===== src/rtl/rx_capture_ctrl_if.sv =====
// rx_capture_ctrl bundle: sample stream in, BRAM ports A/B, frame stream out.
// master = capture controller, slave = source/BRAM/sink side.
interface rx_capture_ctrl_if #(
  parameter int ADDR_W = 9,
  parameter int DATA_W = 18
);
  logic [DATA_W-1:0] sample_in;
  logic              sample_valid;
  logic              arm;
  logic              trigger;
  logic              read_start;
  logic              ena;
  logic              wea;
  logic [ADDR_W-1:0] addra;
  logic [DATA_W-1:0] dia;
  logic              enb;
  logic [ADDR_W-1:0] addrb;
  logic [DATA_W-1:0] dob;
  logic [DATA_W-1:0] out_data;
  logic              out_valid;
  logic              out_last;
  logic              busy;
  logic              done;

  modport master (
    input  sample_in, sample_valid, arm, trigger, read_start, dob,
    output ena, wea, addra, dia, enb, addrb,
    output out_data, out_valid, out_last, busy, done
  );

  modport slave (
    output sample_in, sample_valid, arm, trigger, read_start, dob,
    input  ena, wea, addra, dia, enb, addrb,
    input  out_data, out_valid, out_last, busy, done
  );
endinterface


===== src/rtl/rx_capture_ctrl.sv =====
// Circular-buffer capture into a dual-port BRAM with qualified trigger,
// post-trigger count, freeze, and oldest-first frame readout.
module rx_capture_ctrl #(
  parameter int ADDR_W   = 9,
  parameter int DATA_W   = 18,
  parameter int POST_LEN = 256
) (
  input  logic               clk,
  input  logic               rst,
  rx_capture_ctrl_if.master  bus
);
  localparam int DEPTH = 1 << ADDR_W;
  localparam int CW    = ADDR_W + 1;

  localparam logic [CW-1:0] DEPTH_C = CW'(DEPTH);
  localparam logic [CW-1:0] THRESH  = CW'(DEPTH - POST_LEN);
  localparam logic [CW-1:0] POST_C  = CW'(POST_LEN);
  localparam logic [CW-1:0] LAST_K  = CW'(DEPTH - 1);

  typedef enum logic [2:0] {
    S_IDLE,
    S_PRE,
    S_POST,
    S_DONE,
    S_READ
  } state_e;

  state_e            state_q;
  logic [ADDR_W-1:0] wr_ptr_q;
  logic [ADDR_W-1:0] rd_ptr_q;
  logic [ADDR_W-1:0] addra_q;
  logic [DATA_W-1:0] dia_q;
  logic [CW-1:0]     fill_cnt_q;
  logic [CW-1:0]     post_cnt_q;
  logic [CW-1:0]     rd_cnt_q;
  logic              ena_q;
  logic              enb_q;
  logic              enb_last_q;
  logic              out_valid_q;
  logic              out_last_q;
  logic              busy_q;
  logic              done_q;

  logic              wr_en_d;
  logic              trig_ok_d;
  logic              post_end_d;
  logic [CW-1:0]     post_cnt_d;

  assign wr_en_d = bus.sample_valid &&
                   (state_q == S_PRE || state_q == S_POST);

  assign trig_ok_d = (state_q == S_PRE) && bus.trigger &&
                     (fill_cnt_q >= THRESH);

  // The acceptance-cycle sample is post-sample 1, so PRE counts from zero.
  assign post_cnt_d = ((state_q == S_POST) ? post_cnt_q : '0) +
                      CW'(wr_en_d);

  assign post_end_d = wr_en_d && (post_cnt_d == POST_C);

  always_ff @(posedge clk) begin
    if (rst) begin
      state_q     <= S_IDLE;
      wr_ptr_q    <= '0;
      rd_ptr_q    <= '0;
      addra_q     <= '0;
      dia_q       <= '0;
      fill_cnt_q  <= '0;
      post_cnt_q  <= '0;
      rd_cnt_q    <= '0;
      ena_q       <= 1'b0;
      enb_q       <= 1'b0;
      enb_last_q  <= 1'b0;
      out_valid_q <= 1'b0;
      out_last_q  <= 1'b0;
      busy_q      <= 1'b0;
      done_q      <= 1'b0;
    end else begin
      ena_q       <= wr_en_d;
      out_valid_q <= enb_q;
      out_last_q  <= enb_last_q;
      if (wr_en_d) begin
        addra_q  <= wr_ptr_q;
        dia_q    <= bus.sample_in;
        wr_ptr_q <= wr_ptr_q + 1'b1;
      end
      unique case (state_q)
        S_IDLE: begin
          if (bus.arm) begin
            state_q    <= S_PRE;
            wr_ptr_q   <= '0;
            fill_cnt_q <= '0;
            post_cnt_q <= '0;
            busy_q     <= 1'b1;
          end
        end
        S_PRE: begin
          if (wr_en_d && fill_cnt_q != DEPTH_C) begin
            fill_cnt_q <= fill_cnt_q + 1'b1;
          end
          if (trig_ok_d) begin
            post_cnt_q <= post_cnt_d;
            state_q    <= post_end_d ? S_DONE : S_POST;
            done_q     <= post_end_d;
          end
        end
        S_POST: begin
          post_cnt_q <= post_cnt_d;
          if (post_end_d) begin
            state_q <= S_DONE;
            done_q  <= 1'b1;
          end
        end
        S_DONE: begin
          // wr_ptr now points at the oldest sample of the frame.
          if (bus.read_start) begin
            state_q    <= S_READ;
            done_q     <= 1'b0;
            enb_q      <= 1'b1;
            enb_last_q <= 1'b0;
            rd_ptr_q   <= wr_ptr_q;
            rd_cnt_q   <= CW'(1);
          end
        end
        S_READ: begin
          if (rd_cnt_q != DEPTH_C) begin
            enb_q      <= 1'b1;
            enb_last_q <= (rd_cnt_q == LAST_K);
            rd_ptr_q   <= rd_ptr_q + 1'b1;
            rd_cnt_q   <= rd_cnt_q + 1'b1;
          end else begin
            enb_q      <= 1'b0;
            enb_last_q <= 1'b0;
          end
          if (out_last_q) begin
            state_q <= S_IDLE;
            busy_q  <= 1'b0;
          end
        end
        default: begin
          state_q <= S_IDLE;
          busy_q  <= 1'b0;
          done_q  <= 1'b0;
        end
      endcase
    end
  end

  assign bus.ena       = ena_q;
  assign bus.wea       = ena_q;
  assign bus.addra     = addra_q;
  assign bus.dia       = dia_q;
  assign bus.enb       = enb_q;
  assign bus.addrb     = rd_ptr_q;
  assign bus.out_data  = out_valid_q ? bus.dob : '0;
  assign bus.out_valid = out_valid_q;
  assign bus.out_last  = out_last_q;
  assign bus.busy      = busy_q;
  assign bus.done      = done_q;
endmodule


===== src/flat_wrapper.sv =====
// flat-port wrapper written by rule: the top's interface ports become plain ports
module rx_capture_ctrl_flat 
#(
  parameter int ADDR_W   = 9,
  parameter int DATA_W   = 18,
  parameter int POST_LEN = 256
)
  (clk, rst, bus_sample_in, bus_sample_valid, bus_arm, bus_trigger, bus_read_start, bus_dob, bus_ena, bus_wea, bus_addra, bus_dia, bus_enb, bus_addrb, bus_out_data, bus_out_valid, bus_out_last, bus_busy, bus_done);
  rx_capture_ctrl_if #(.ADDR_W(ADDR_W), .DATA_W(DATA_W)) bus_i ();
  input  logic clk;
  input  logic rst;
  input wire logic [$bits(bus_i.sample_in)-1:0] bus_sample_in;
  input wire logic [$bits(bus_i.sample_valid)-1:0] bus_sample_valid;
  input wire logic [$bits(bus_i.arm)-1:0] bus_arm;
  input wire logic [$bits(bus_i.trigger)-1:0] bus_trigger;
  input wire logic [$bits(bus_i.read_start)-1:0] bus_read_start;
  input wire logic [$bits(bus_i.dob)-1:0] bus_dob;
  output wire logic [$bits(bus_i.ena)-1:0] bus_ena;
  output wire logic [$bits(bus_i.wea)-1:0] bus_wea;
  output wire logic [$bits(bus_i.addra)-1:0] bus_addra;
  output wire logic [$bits(bus_i.dia)-1:0] bus_dia;
  output wire logic [$bits(bus_i.enb)-1:0] bus_enb;
  output wire logic [$bits(bus_i.addrb)-1:0] bus_addrb;
  output wire logic [$bits(bus_i.out_data)-1:0] bus_out_data;
  output wire logic [$bits(bus_i.out_valid)-1:0] bus_out_valid;
  output wire logic [$bits(bus_i.out_last)-1:0] bus_out_last;
  output wire logic [$bits(bus_i.busy)-1:0] bus_busy;
  output wire logic [$bits(bus_i.done)-1:0] bus_done;
  assign bus_i.sample_in = bus_sample_in;
  assign bus_i.sample_valid = bus_sample_valid;
  assign bus_i.arm = bus_arm;
  assign bus_i.trigger = bus_trigger;
  assign bus_i.read_start = bus_read_start;
  assign bus_i.dob = bus_dob;
  assign bus_ena = bus_i.ena;
  assign bus_wea = bus_i.wea;
  assign bus_addra = bus_i.addra;
  assign bus_dia = bus_i.dia;
  assign bus_enb = bus_i.enb;
  assign bus_addrb = bus_i.addrb;
  assign bus_out_data = bus_i.out_data;
  assign bus_out_valid = bus_i.out_valid;
  assign bus_out_last = bus_i.out_last;
  assign bus_busy = bus_i.busy;
  assign bus_done = bus_i.done;
  rx_capture_ctrl #(.ADDR_W(ADDR_W), .DATA_W(DATA_W), .POST_LEN(POST_LEN)) u_core (.clk(clk), .rst(rst), .bus(bus_i));
endmodule

===== config.mk =====
export PLATFORM = sky130hd
export DESIGN_NAME = rx_capture_ctrl_flat
export DESIGN_NICKNAME = d
export VERILOG_FILES = /design/src/rtl/rx_capture_ctrl_if.sv /design/src/rtl/rx_capture_ctrl.sv /design/src/flat_wrapper.sv
export SDC_FILE = /design/constraint.sdc
export NUM_CORES = 1
export LEC_CHECK = 0
export BUFFER_PORTS_ARGS = -buffer_cell sky130_fd_sc_hd__buf_2
export CAP_MARGIN = 15
export CORE_UTILIZATION = 35
export DETAILED_ROUTE_END_ITERATION = 7
export GPL_TIMING_DRIVEN = 1
export PLACE_DENSITY = 0.59
export SLEW_MARGIN = 40
export SYNTH_ARGS = -nofsm -noshare
export SYNTH_HDL_FRONTEND = slang
export SYNTH_SLANG_ARGS = --single-unit

===== constraint.sdc =====
create_clock -name clk -period 4.3 [get_ports clk]
set_input_delay 0.43 -clock clk [delete_from_list [all_inputs] [get_ports clk]]
set_output_delay 0.43 -clock clk [all_outputs]
set_load 0.01 [all_outputs]

==> results of run 1 <==
final timing paths:
| path | from | end | slack (ns) | cells past startpoint |
|---|---|---|---|---|
| setup reg to reg | u_core.state_q[1] | u_core.state_q[0] | 1.05 | 9 |
| hold reg to reg | u_core.bus.dia[9] | u_core.bus.dia[9] | 0.45 | 2 |
| setup / recovery | u_core.state_q[1] | u_core.state_q[0] | 1.05 | 9 |
| hold / removal | bus_sample_in[10] | u_core.bus.dia[10] | 0.32 | 3 |
cell usage in the layout, fill, tap and decap left out, types with 3 or more instances in the layout:
| cell | n |
|---|---|
| sky130_fd_sc_hd__a211oi_1 | 4 |
| sky130_fd_sc_hd__a21oi_1 | 57 |
| sky130_fd_sc_hd__a311oi_1 | 3 |
| sky130_fd_sc_hd__a31oi_1 | 3 |
| sky130_fd_sc_hd__and2_1 | 27 |
| sky130_fd_sc_hd__and3_1 | 10 |
| sky130_fd_sc_hd__buf_2 | 102 |
| sky130_fd_sc_hd__buf_4 | 4 |
| sky130_fd_sc_hd__clkbuf_16 | 9 |
| sky130_fd_sc_hd__dfxtp_1 | 85 |
| sky130_fd_sc_hd__ha_1 | 8 |
| sky130_fd_sc_hd__inv_1 | 9 |
| sky130_fd_sc_hd__nand2_1 | 94 |
| sky130_fd_sc_hd__nand3_1 | 15 |
| sky130_fd_sc_hd__nand4_1 | 17 |
| sky130_fd_sc_hd__nand4b_1 | 3 |
| sky130_fd_sc_hd__nor2_1 | 44 |
| sky130_fd_sc_hd__nor2b_1 | 3 |
| sky130_fd_sc_hd__nor3_1 | 6 |
| sky130_fd_sc_hd__nor4_1 | 5 |
| sky130_fd_sc_hd__o21ai_0 | 19 |
| sky130_fd_sc_hd__o21ai_1 | 3 |
| sky130_fd_sc_hd__or3_1 | 8 |
| sky130_fd_sc_hd__xnor2_1 | 5 |
| sky130_fd_sc_hd__xor2_1 | 17 |
synthesized netlist by cell type (all sizes together), types with 3 or more instances:
| master | count | area (um2) |
|---|---|---|
| a311oi | 4 | 41.3 |
| nor2b | 3 | 18.8 |
| a211oi | 4 | 30.0 |
| clkbuf | 14 | 52.6 |
| dfxtp | 85 | 1700 |
| or3 | 8 | 50.1 |
| a21oi | 57 | 285 |
| nand4b | 3 | 26.3 |
| a31oi | 3 | 18.8 |
| nor2 | 45 | 171 |
| o21ai | 22 | 110 |
| and2 | 28 | 178 |
| xor2 | 17 | 149 |
| nand2 | 96 | 370 |
| and3 | 10 | 62.6 |
| nand3 | 16 | 85.1 |
| nor3 | 6 | 30.0 |
| xnor2 | 5 | 43.8 |
| buf | 17 | 106 |
| inv | 11 | 41.3 |
| nor4 | 5 | 31.3 |
| nand4 | 17 | 106 |
| ha | 8 | 100 |
per-stage QoR:
stage | power (uW) | cells
after floorplan | 894 | 521
after global placement | 936 | 739
after detailed placement | 938 | 739
after CTS | 1800 | 755
after global routing | 1840 | 755
final | 1780 | 755
layer usage:
layer,global-route usage,wire [um],up-vias
li1,-,-,1984
met1,0.201,4620,1803
met2,0.285,4830,88
met3,0.0519,424,10
met4,0.0613,172,0
met5,0,0,-
power by group:
group	total, uW	switching [uW]	internal [uW]
sequential	811	12.0	799
clock	856	326	530
combinational	109	67.4	42.1
registers in the layout, summed over array words and instances (netlist names):
| signal | count |
|---|---|
| u_core.enb_last_q | 1 |
| u_core.post_cnt_q | 10 |
| u_core.bus.done | 1 |
| u_core.bus.dia | 18 |
| u_core.rd_cnt_q | 10 |
| u_core.bus.ena | 1 |
| u_core.bus.busy | 1 |
| u_core.wr_ptr_q | 9 |
| u_core.bus.out_valid | 1 |
| u_core.bus.addrb | 9 |
| u_core.state_q | 3 |
| u_core.bus.enb | 1 |
| u_core.bus.addra | 9 |
| u_core.fill_cnt_q | 10 |
| u_core.bus.out_last | 1 |
cell families (layout without fill, tap and decap cells):
logic type,Yosys count,in the layout,synth area share
AO/OA/AOI/OAI,114,114,0.168
XOR/XNOR,22,22,0.0466
adder cells (fa/ha/maj),8,8,0.0242
buffers and inverters,42,133,0.0484
flip-flops,85,85,0.411
multiplexers,2,2,0.00514
AND/OR/NAND/NOR,248,248,0.296
critical path, cell delays in order, from the launching register on:
cell and delay, ns:
sky130_fd_sc_hd__dfxtp_1 0.65, sky130_fd_sc_hd__nor3b_2 0.61, sky130_fd_sc_hd__and2_1 0.21, sky130_fd_sc_hd__ha_1 0.23, sky130_fd_sc_hd__ha_1 0.28, sky130_fd_sc_hd__and2_1 0.31, sky130_fd_sc_hd__xnor2_1 0.10, sky130_fd_sc_hd__a311o_1 0.40
sky130_fd_sc_hd__o2111a_1 0.15, sky130_fd_sc_hd__a31o_1 0.21
layout make-up:
class / count / area, um2 / area share
multi-input combinational: 394 / 2230 / 0.444
sequential: 85 / 1700 / 0.338
timing repair buffer: 106 / 541 / 0.107
clock buffer: 10 / 239 / 0.0475
tap: 143 / 179 / 0.0356
clock inverter: 6 / 93.8 / 0.0187
inverter: 11 / 41.3 / 0.00821
==> metrics.txt, run 1 <==
run status=finished clean; wire length of the first global-routing pass=17000 um; start-to-end type of the worst setup path=flop to flop; data required time of the worst path=4.54 ns; worst-case clock skew=0.00875 ns; # rows=39; Leakage=0.00207 uW; IO Pins=103; floorplan die area=12300 um2; Iteration-0 DRC Markers=between 150 and 200; final clock period utilization by the worst path=0.756; count of state elements after synthesis=85; GP Congestion=0.831; Final Setup Violations=0; fraction of layout cells with a size suffix above 1=0.222; Remaining Overflow, GRT=0; final non-filler cell area=5030 um2; worst setup timing slack at the placement stage=~1.1 ns; total of warnings raised by yosys=0; clock tree from TritonCTS=built; power per unit of standard cell area=353 nW/um2; drt drc=0; number of synthesized flops with an enable pin=0; Avg Synthesized Cell Area=~7.9 um2; core area=11500 um2; category of the worst setup path capture point=flop; insertion delay of the later-clocked pin in the worst-skew pair=0.34 ns; Post-Syn Nets=571; # H-tree levels=3; Max Fanout on Critical Path=15; Tmin final=3.25 ns; fin. max-slew vios=0; post-route worst hold slack=0.323 ns; count of nets after finishing=around 660; Post-Syn Instances=between 500 and 600; total of max-cap violations=0; filler cell count in the final layout=1121; number of global-route vias before repair=about 3700; Max VDD drop=307 uV; worst setup margin=1.05 ns; final hold viol count=0; slew at the pin closest to its max-slew limit=0.805 ns; CTS Root Cell=sky130_fd_sc_hd__clkbuf_16; worst-case headroom to the max-slew limit=0.461; number of hold buffers added after CTS=0; instance area after placement=4700 um2; Max Buffers Root-to-Sink=2; total number of clock tree sinks=85; remaining antenna violation count=0; largest net degree at the start of global routing=around 60; DRT Wirelength=10000 um; Max Clock Freq=308 MHz; primary flip-flop cell chosen by synthesis mapping=sky130_fd_sc_hd__dfxtp_1; post-synth cell types=62; Area growth, synth to finish=21.6%; detailed placer's ending HPWL=6970 um; number of antenna violations at the first check in global routing=0; crit path DAT=3.49 ns; GRT Overall Usage=0.169; post-synthesis async set-or-reset flop share=0; Vias per Instance=just over 5; iteration count of the initial detailed-routing pass=4; post_cts resized=0; I/O Buffers=102; Mapped Area=4140 um2; Post-Route Setup TNS=0 ns; RSZ-0062 raised after global routing=no; sequential element share of the synthesized area=0.411; path class of the lowest-slack min-delay path=input port to flop; clock buffers created by TritonCTS=9; via count=about 3900; kind of start point of the critical path=flop; ant diodes=0; Die H=111 um; number of buffers added for setup after CTS=0; Initial Utilization=0.361; CTS clk-pin slew, worst paths=0.06 ns; routed len/inst=13.3 um; fin util=0.439; floorplan die width=111 um
Note: power is estimated with default switching activity, not from simulation.
==> run 2: changes to the inputs <==
==> constraint.sdc (replaced) <==
create_clock -name clk -period 3.2 [get_ports clk]
set_input_delay 0.32 -clock clk [delete_from_list [all_inputs] [get_ports clk]]
set_output_delay 0.32 -clock clk [all_outputs]
set_load 0.01 [all_outputs]
==> run 2 against run 1 <==
  * Worst hold slack got worse by 0.11 ns
  * First-iteration DRC count down 41%
  * Clock-buffer cell count increased by 1
  * Critical path type unchanged
  * Combinational power up 40%
  * Register-to-register slack got worse by 0.51 ns
==> metrics.txt, run 2 (synthesized netlist as in run 1, its figures left out) <==
busiest metal layer after global routing=met2; number of antenna violations at the first check in global routing=0; detailed placer's ending HPWL=7090 um; slowest stage cell, crit path=sky130_fd_sc_hd__dfxtp_1; routed len/inst=13.2 um; startpoint of the lowest-slack register-to-register path=u_core.state_q[2]; most frequent cell on the critical path=sky130_fd_sc_hd__ha_1; floorplan die area=12300 um2; number of buffers added for setup after CTS=0; Critical Path Max Stage Delay=about 0.60 ns; critical-path cell list=nor2b_1, nand2_1, inv_2, ha_1, ha_1, and2_1, xnor2_1, a311o_1, o2111a_1, a31o_1; run status=finished clean; ant diodes=0; drt drc=0; total number of clock tree sinks=85; largest net degree at the start of global routing=35; data required time of the worst path=3.43 ns; CTS clk-pin slew, worst paths=approximately 0.06 ns; Remaining Overflow, GRT=0; number of global-route vias before repair=3701; core area=11500 um2; RSZ-0062 raised after global routing=no; path class of the lowest-slack min-delay path=input port to flop; clock buffers created by TritonCTS=9; Die H=about 110 um; sink of the worst hold path=u_core.bus.dia[4]; Initial Utilization=0.361; GR Layer Usage met2=0.287; top library cells by usage in the layout, fill and taps aside=102 x sky130_fd_sc_hd__buf_2, 94 x sky130_fd_sc_hd__nand2_1, 85 x sky130_fd_sc_hd__dfxtp_1; wire length of the first global-routing pass=about 17000 um; CTS Root Cell=sky130_fd_sc_hd__clkbuf_16; Vias per Instance=5.20; Max VDD drop=228 uV; fraction of met3 tracks used by global routing=0.0301; start-to-end type of the worst setup path=flop to flop; Leakage=0.00208 uW; IO Pins=103; Max Buffers Root-to-Sink=2; # H-tree levels=3; Min-Delay Startpoint=bus_sample_in[4]; instance area after placement=4730 um2; clock tree from TritonCTS=built; DRT Wirelength=approximately 10000 um; filler cell count in the final layout=1138; remaining antenna violation count=0; R2R cell count=10; global routing met1 resource utilization=0.202; post_cts resized=0; crit path DAT=2.89 ns; Area growth, synth to finish=21.1%; worst-case clock skew=0.00936 ns; internal reg-to-reg setup slack=0.54 ns; insertion delay of the later-clocked pin in the worst-skew pair=0.34 ns; max reg flops=18; slew at the pin closest to its max-slew limit=about 0.64 ns; final clock period utilization by the worst path=0.832; kind of start point of the critical path=flop; total of max-cap violations=0; Reg-to-Reg End=u_core.state_q[0]; Post-Route Setup TNS=0 ns; Max Clock Freq=376 MHz; final non-filler cell area=about 5000 um2; floorplan die width=111 um; power per unit of standard cell area=447 nW/um2; fraction of layout cells with a size suffix above 1=0.226; Iteration-0 DRC Markers=about 110; cell count of the worst hold path=3; Tmin final=around 2.7 ns; category of the worst setup path capture point=flop; GRT Overall Usage=0.167; via count=3944; most frequent standard cell in the layout excluding fill and tap cells=sky130_fd_sc_hd__buf_2; iteration count of the initial detailed-routing pass=4; count of nets after finishing=between 600 and 700; Max Fanout on Critical Path=14; fin. max-slew vios=0; worst-case headroom to the max-slew limit=0.576; I/O Buffers=102; Final Setup Violations=0; # rows=39; number of hold buffers added after CTS=0; final hold viol count=0; GP Congestion=0.853
run 2: cell types whose count changed in the layout (fill, tap and decap cells not counted):
cell | previous run | this run
sky130_fd_sc_hd__clkbuf_8 | 1 | 2
sky130_fd_sc_hd__bufinv_16 | 2 | 0
sky130_fd_sc_hd__clkinv_2 | 0 | 1
sky130_fd_sc_hd__buf_4 | 4 | 8
sky130_fd_sc_hd__clkinvlp_4 | 1 | 0
run 2: how the worst max path moves through the flow:
stage	start	depth (start not counted)	endpoint
after floorplan	u_core.state_q[1]	12	u_core.state_q[0]
after global placement	u_core.state_q[2]	10	u_core.state_q[0]
after detailed placement	u_core.state_q[2]	9	u_core.state_q[0]
after CTS	u_core.state_q[2]	9	u_core.state_q[0]
after global routing	u_core.state_q[2]	10	u_core.state_q[0]
final	u_core.state_q[2]	10	u_core.state_q[0]
run 2: stage by stage:
stage          hold slack [ns]  setup WS (ns)  std cells  total power [uW]  utilization
6_report                 0.215          0.538        758              2240        0.437
5_1_grt                  0.212          0.406        758              2330        0.437
4_1_cts                  0.201          0.575        758              2270        0.437
3_5_place_dp             0.444          0.587        743              1260        0.412
3_3_place_gp             0.439          0.678        743              1260        0.412
2_1_floorplan            0.403          0.500        521              1200            -
run 2: report_power, final:
group          switching (uW)  internal [uW]
combinational            94.2           58.3
clock                     433            570
sequential               11.2           1070
total                     539           1700
run 2: cell type report:
class	instances	area, um2	area share
Clock buffer	11	253	0.0504
Clock inverter	4	31.3	0.00624
Inverter	11	41.3	0.00824
Multi-Input combinational cell	394	2230	0.446
Sequential cell	85	1700	0.340
Tap cell	143	179	0.0357
Timing Repair Buffer	110	571	0.114
run 2: worst max-delay path, delay by kind of cell, from the launching register on:
family	cells	cell delay, ns
AND/OR/NAND/NOR	3	0.46
adder cells (fa/ha/maj)	2	0.53
buffers and inverters	1	0.04
XOR/XNOR	1	0.15
AO/OA/AOI/OAI	3	0.77
flip-flops	1	0.60
run 2: per-layer routing:
| layer | part of all wire | vias to the layer above |
|---|---|---|
| met2 | 0.47 | 95 |
| li1 | - | 1998 |
| met5 | 0 | - |
| met3 | 0.038 | 18 |
| met4 | 0.026 | 0 |
| met1 | 0.46 | 1833 |
==> run 3: changes to the inputs <==
--- a/config.mk
+++ b/config.mk
@@ -5,12 +5,13 @@
 export SDC_FILE = /design/constraint.sdc
 export NUM_CORES = 1
 export LEC_CHECK = 0
+export ABC_AREA = 1
 export BUFFER_PORTS_ARGS = -buffer_cell sky130_fd_sc_hd__buf_2
 export CAP_MARGIN = 15
 export CORE_UTILIZATION = 35
 export DETAILED_ROUTE_END_ITERATION = 7
 export GPL_TIMING_DRIVEN = 1
-export PLACE_DENSITY = 0.59
+export PLACE_DENSITY = 0.61
 export SLEW_MARGIN = 40
 export SYNTH_ARGS = -nofsm -noshare
 export SYNTH_HDL_FRONTEND = slang
==> constraint.sdc (replaced) <==
create_clock -name clk -period 2.15 [get_ports clk]
set_input_delay 0.215 -clock clk [delete_from_list [all_inputs] [get_ports clk]]
set_output_delay 0.215 -clock clk [all_outputs]
set_load 0.01 [all_outputs]
==> run 3 against run 2 <==
  * Non-clock buffer count is 18 higher
  * Global-route usage is 1.2 points higher
  * Utilization is 3.1 points higher
  * The run now ends with design-rule violations, negative setup slack left
  * Clock power is 61% higher
  * Via count is 10% higher
  * Area after synthesis is 1.5% higher
  * Critical path depth is 8 higher
  * Die area is 1.5% higher
  * Critical path type unchanged
  * Worst hold slack worse by 0.089 ns
  * Critical endpoint unchanged
  * Highest routed layer unchanged
==> metrics.txt, run 3 <==
worst-case headroom to the max-slew limit=0.642; clock buffers created by TritonCTS=9; slew at the pin closest to its max-slew limit=between 0.5 and 0.6 ns; power per unit of standard cell area=997 nW/um2; Mapped Area=4200 um2; detailed placer's ending HPWL=7660 um; sequential element share of the synthesized area=0.405; # rows=39; Final Setup Violations=3; Post-Syn Instances=slightly above 600; DRT Wirelength=10800 um; path class of the lowest-slack min-delay path=input port to flop; most frequently used cell type in the post-synthesis netlist=sky130_fd_sc_hd__nand2_1; final non-filler cell area=between 5000 and 6000 um2; internal reg-to-reg setup slack=-0.06 ns; insertion delay of the later-clocked pin in the worst-skew pair=0.34 ns; data required time of the worst path=2.38 ns; top library cells by usage in the layout, fill and taps aside=117 x sky130_fd_sc_hd__nand2_1, 102 x sky130_fd_sc_hd__buf_2, 96 x sky130_fd_sc_hd__nor2_1; clock group share of total power=0.298; Post-Syn Nets=671; count of state elements after synthesis=85; violations in the final reports=design-rule violations, negative setup slack; largest net degree at the start of global routing=38; fin. max-slew vios=0; crit path DAT=2.44 ns; routed length on met1=4800 um; run status=finished, violations left; power spent charging and discharging nets=1900 uW; total of warnings raised by yosys=0; count of nets after finishing=787; post-synth cell types=34; floorplan die area=12400 um2; fraction of layout cells with a size suffix above 1=0.245; core area=11600 um2; total chip power=5390 uW; number of global-route vias before repair=4099; clock tree from TritonCTS=built; start-to-end type of the worst setup path=flop to flop; R2R cell count=18; Remaining Overflow, GRT=0; CTS Root Cell=sky130_fd_sc_hd__clkbuf_16; logic gate share of total power=0.328; post-synthesis async set-or-reset flop share=0; final clock period utilization by the worst path=1.03; startpoint of the lowest-slack register-to-register path=u_core.state_q[2]; Iteration-0 DRC Markers=between 200 and 300; CTS clk-pin slew, worst paths=0.06 ns; area share of the largest cell type after synthesis=0.405; drt drc=26; switching share of power=0.353; cell count of the worst hold path=3; via count=4356; total number of clock tree sinks=85; remaining antenna violation count=0; fin util=0.468; sink of the worst hold path=u_core.bus.dia[14]; max reg flops=18; worst-case clock skew=0.00635 ns; amount of wire on met3 after detailed routing=slightly below 800 um; ant diodes=0; Reg power frac=0.375; most frequent standard cell in the layout excluding fill and tap cells=sky130_fd_sc_hd__nand2_1; Min-Delay Startpoint=bus_sample_in[14]; Max VDD drop=484 uV; Area growth, synth to finish=28.8%; Avg Synthesized Cell Area=6.76 um2; total of max-cap violations=0; instance area after placement=4960 um2; top cell type by total area after synthesis=sky130_fd_sc_hd__dfxtp_1; GP Congestion=0.898; Max Buffers Root-to-Sink=2; number of synthesized flops with an enable pin=0; number of antenna violations at the first check in global routing=0; Vias per Instance=approximately 4.9; Initial Utilization=0.363; GRT Overall Usage=0.179; Tmin final=approximately 2.2 ns; IO Pins=103; Reg-to-Reg End=u_core.state_q[0]; worst setup timing slack at the placement stage=-0.0716 ns; final hold viol count=0; Max Fanout on Critical Path=5; kind of start point of the critical path=flop; sum of met2 wire segment lengths after detailed routing=4950 um; RSZ-0062 raised after global routing=yes; category of the worst setup path capture point=flop; wire length of the first global-routing pass=18300 um; worst setup margin=-0.0550 ns; design internal power=roughly 3500 uW; # H-tree levels=3; Max Clock Freq=~450 MHz; I/O Buffers=102; iteration count of the initial detailed-routing pass=6; floorplan die width=112 um; routed len/inst=12.2 um; Die H=112 um; primary flip-flop cell chosen by synthesis mapping=sky130_fd_sc_hd__dfxtp_1; Leakage=0.00258 uW; leading post-synthesis cells by instance count=122 x sky130_fd_sc_hd__nand2_1, 99 x sky130_fd_sc_hd__nor2_1, 85 x sky130_fd_sc_hd__dfxtp_1, 85 x sky130_fd_sc_hd__inv_1, 50 x sky130_fd_sc_hd__o21ai_0; uppermost layer routed=met4; top area cells in the synthesized netlist=sky130_fd_sc_hd__dfxtp_1 41%, sky130_fd_sc_hd__nand2_1 11%, sky130_fd_sc_hd__nor2_1 8.8%, sky130_fd_sc_hd__inv_1 7.6%, sky130_fd_sc_hd__o21ai_0 6.0%; Post-Route Setup TNS=-0.107 ns
[run 3: metal layers]
layer	vias to the layer above	global-route usage
li1	2225	-
met1	1960	0.212
met2	151	0.299
met3	20	0.0544
met4	0	0.0775
met5	-	0
[run 3: cell type report]
cell class | instances | area (um2)
fill | 1142 | 6160
multi-input combinational | 422 | 2150
sequential | 85 | 1710
timing repair buffer | 128 | 709
inverter | 91 | 347
clock buffer | 12 | 256
tap | 143 | 179
clock inverter | 4 | 55.1
[run 3: worst max-delay path, cell delays in order (launching register included)]
cell and delay (ns):
sky130_fd_sc_hd__dfxtp_4 0.36, sky130_fd_sc_hd__nor2_4 0.16, sky130_fd_sc_hd__nand2_4 0.08, sky130_fd_sc_hd__nand2_4 0.07
sky130_fd_sc_hd__nand2_2 0.06, sky130_fd_sc_hd__inv_2 0.07, sky130_fd_sc_hd__ha_4 0.13, sky130_fd_sc_hd__ha_4 0.15
sky130_fd_sc_hd__nand2_4 0.06, sky130_fd_sc_hd__nor2_4 0.16, sky130_fd_sc_hd__nand3_2 0.09, sky130_fd_sc_hd__nand2_1 0.07
sky130_fd_sc_hd__nand2_1 0.06, sky130_fd_sc_hd__nor2_1 0.10, sky130_fd_sc_hd__nand3_1 0.10, sky130_fd_sc_hd__nand2_2 0.12
sky130_fd_sc_hd__nand4_1 0.10, sky130_fd_sc_hd__nand2_1 0.09, sky130_fd_sc_hd__nor2_1 0.06
[run 3: stage by stage]
step | cells | hold WS [ns]
after global placement | 859 | 0.408
after detailed placement | 859 | 0.419
final | 885 | 0.126
after floorplan | 621 | 0.297
after CTS | 883 | 0.116
after global routing | 885 | 0.143
[run 3: power groups by stage]
stage	logic, uW	registers, uW	clock network (uW)
floorplan	1000	2120	0
global placement	1630	2040	0
detailed placement	1640	2050	0
CTS	1730	2020	1650
global route	2000	2050	1730
finish	1770	2020	1610
[run 3: cell families after synthesis]
logic type / share of synthesized area
AOI/OAI and AO/OA: 0.141
xor gates and xnor gates: 0.0167
adders and majority gates: 0.0238
buffers and inverters: 0.106
DFF: 0.405
and+or+nand+nor: 0.307
[run 3: worst max path at each step]
stage / startpoint / end / slack (ns) / cells past startpoint
floorplan: u_core.state_q[2] / u_core.state_q[1] / -0.14 / 22
detailed placement: u_core.state_q[2] / u_core.state_q[0] / -0.07 / 19
global route: u_core.state_q[2] / u_core.state_q[0] / -0.22 / 19
CTS: u_core.state_q[0] / u_core.state_q[0] / -0.04 / 19
finish: u_core.state_q[2] / u_core.state_q[0] / -0.06 / 18
global placement: u_core.state_q[2] / u_core.state_q[0] / 0.03 / 18
[run 3: timing repair]
item | CTS | global route
hold buffers | 0 | 0
hold endpoints to repair | 0 | 0
gates resized for setup | 8 | 13
buffers inserted | 8 | 2
pin swaps | 12 | 7
setup endpoints to repair | 3 | 13
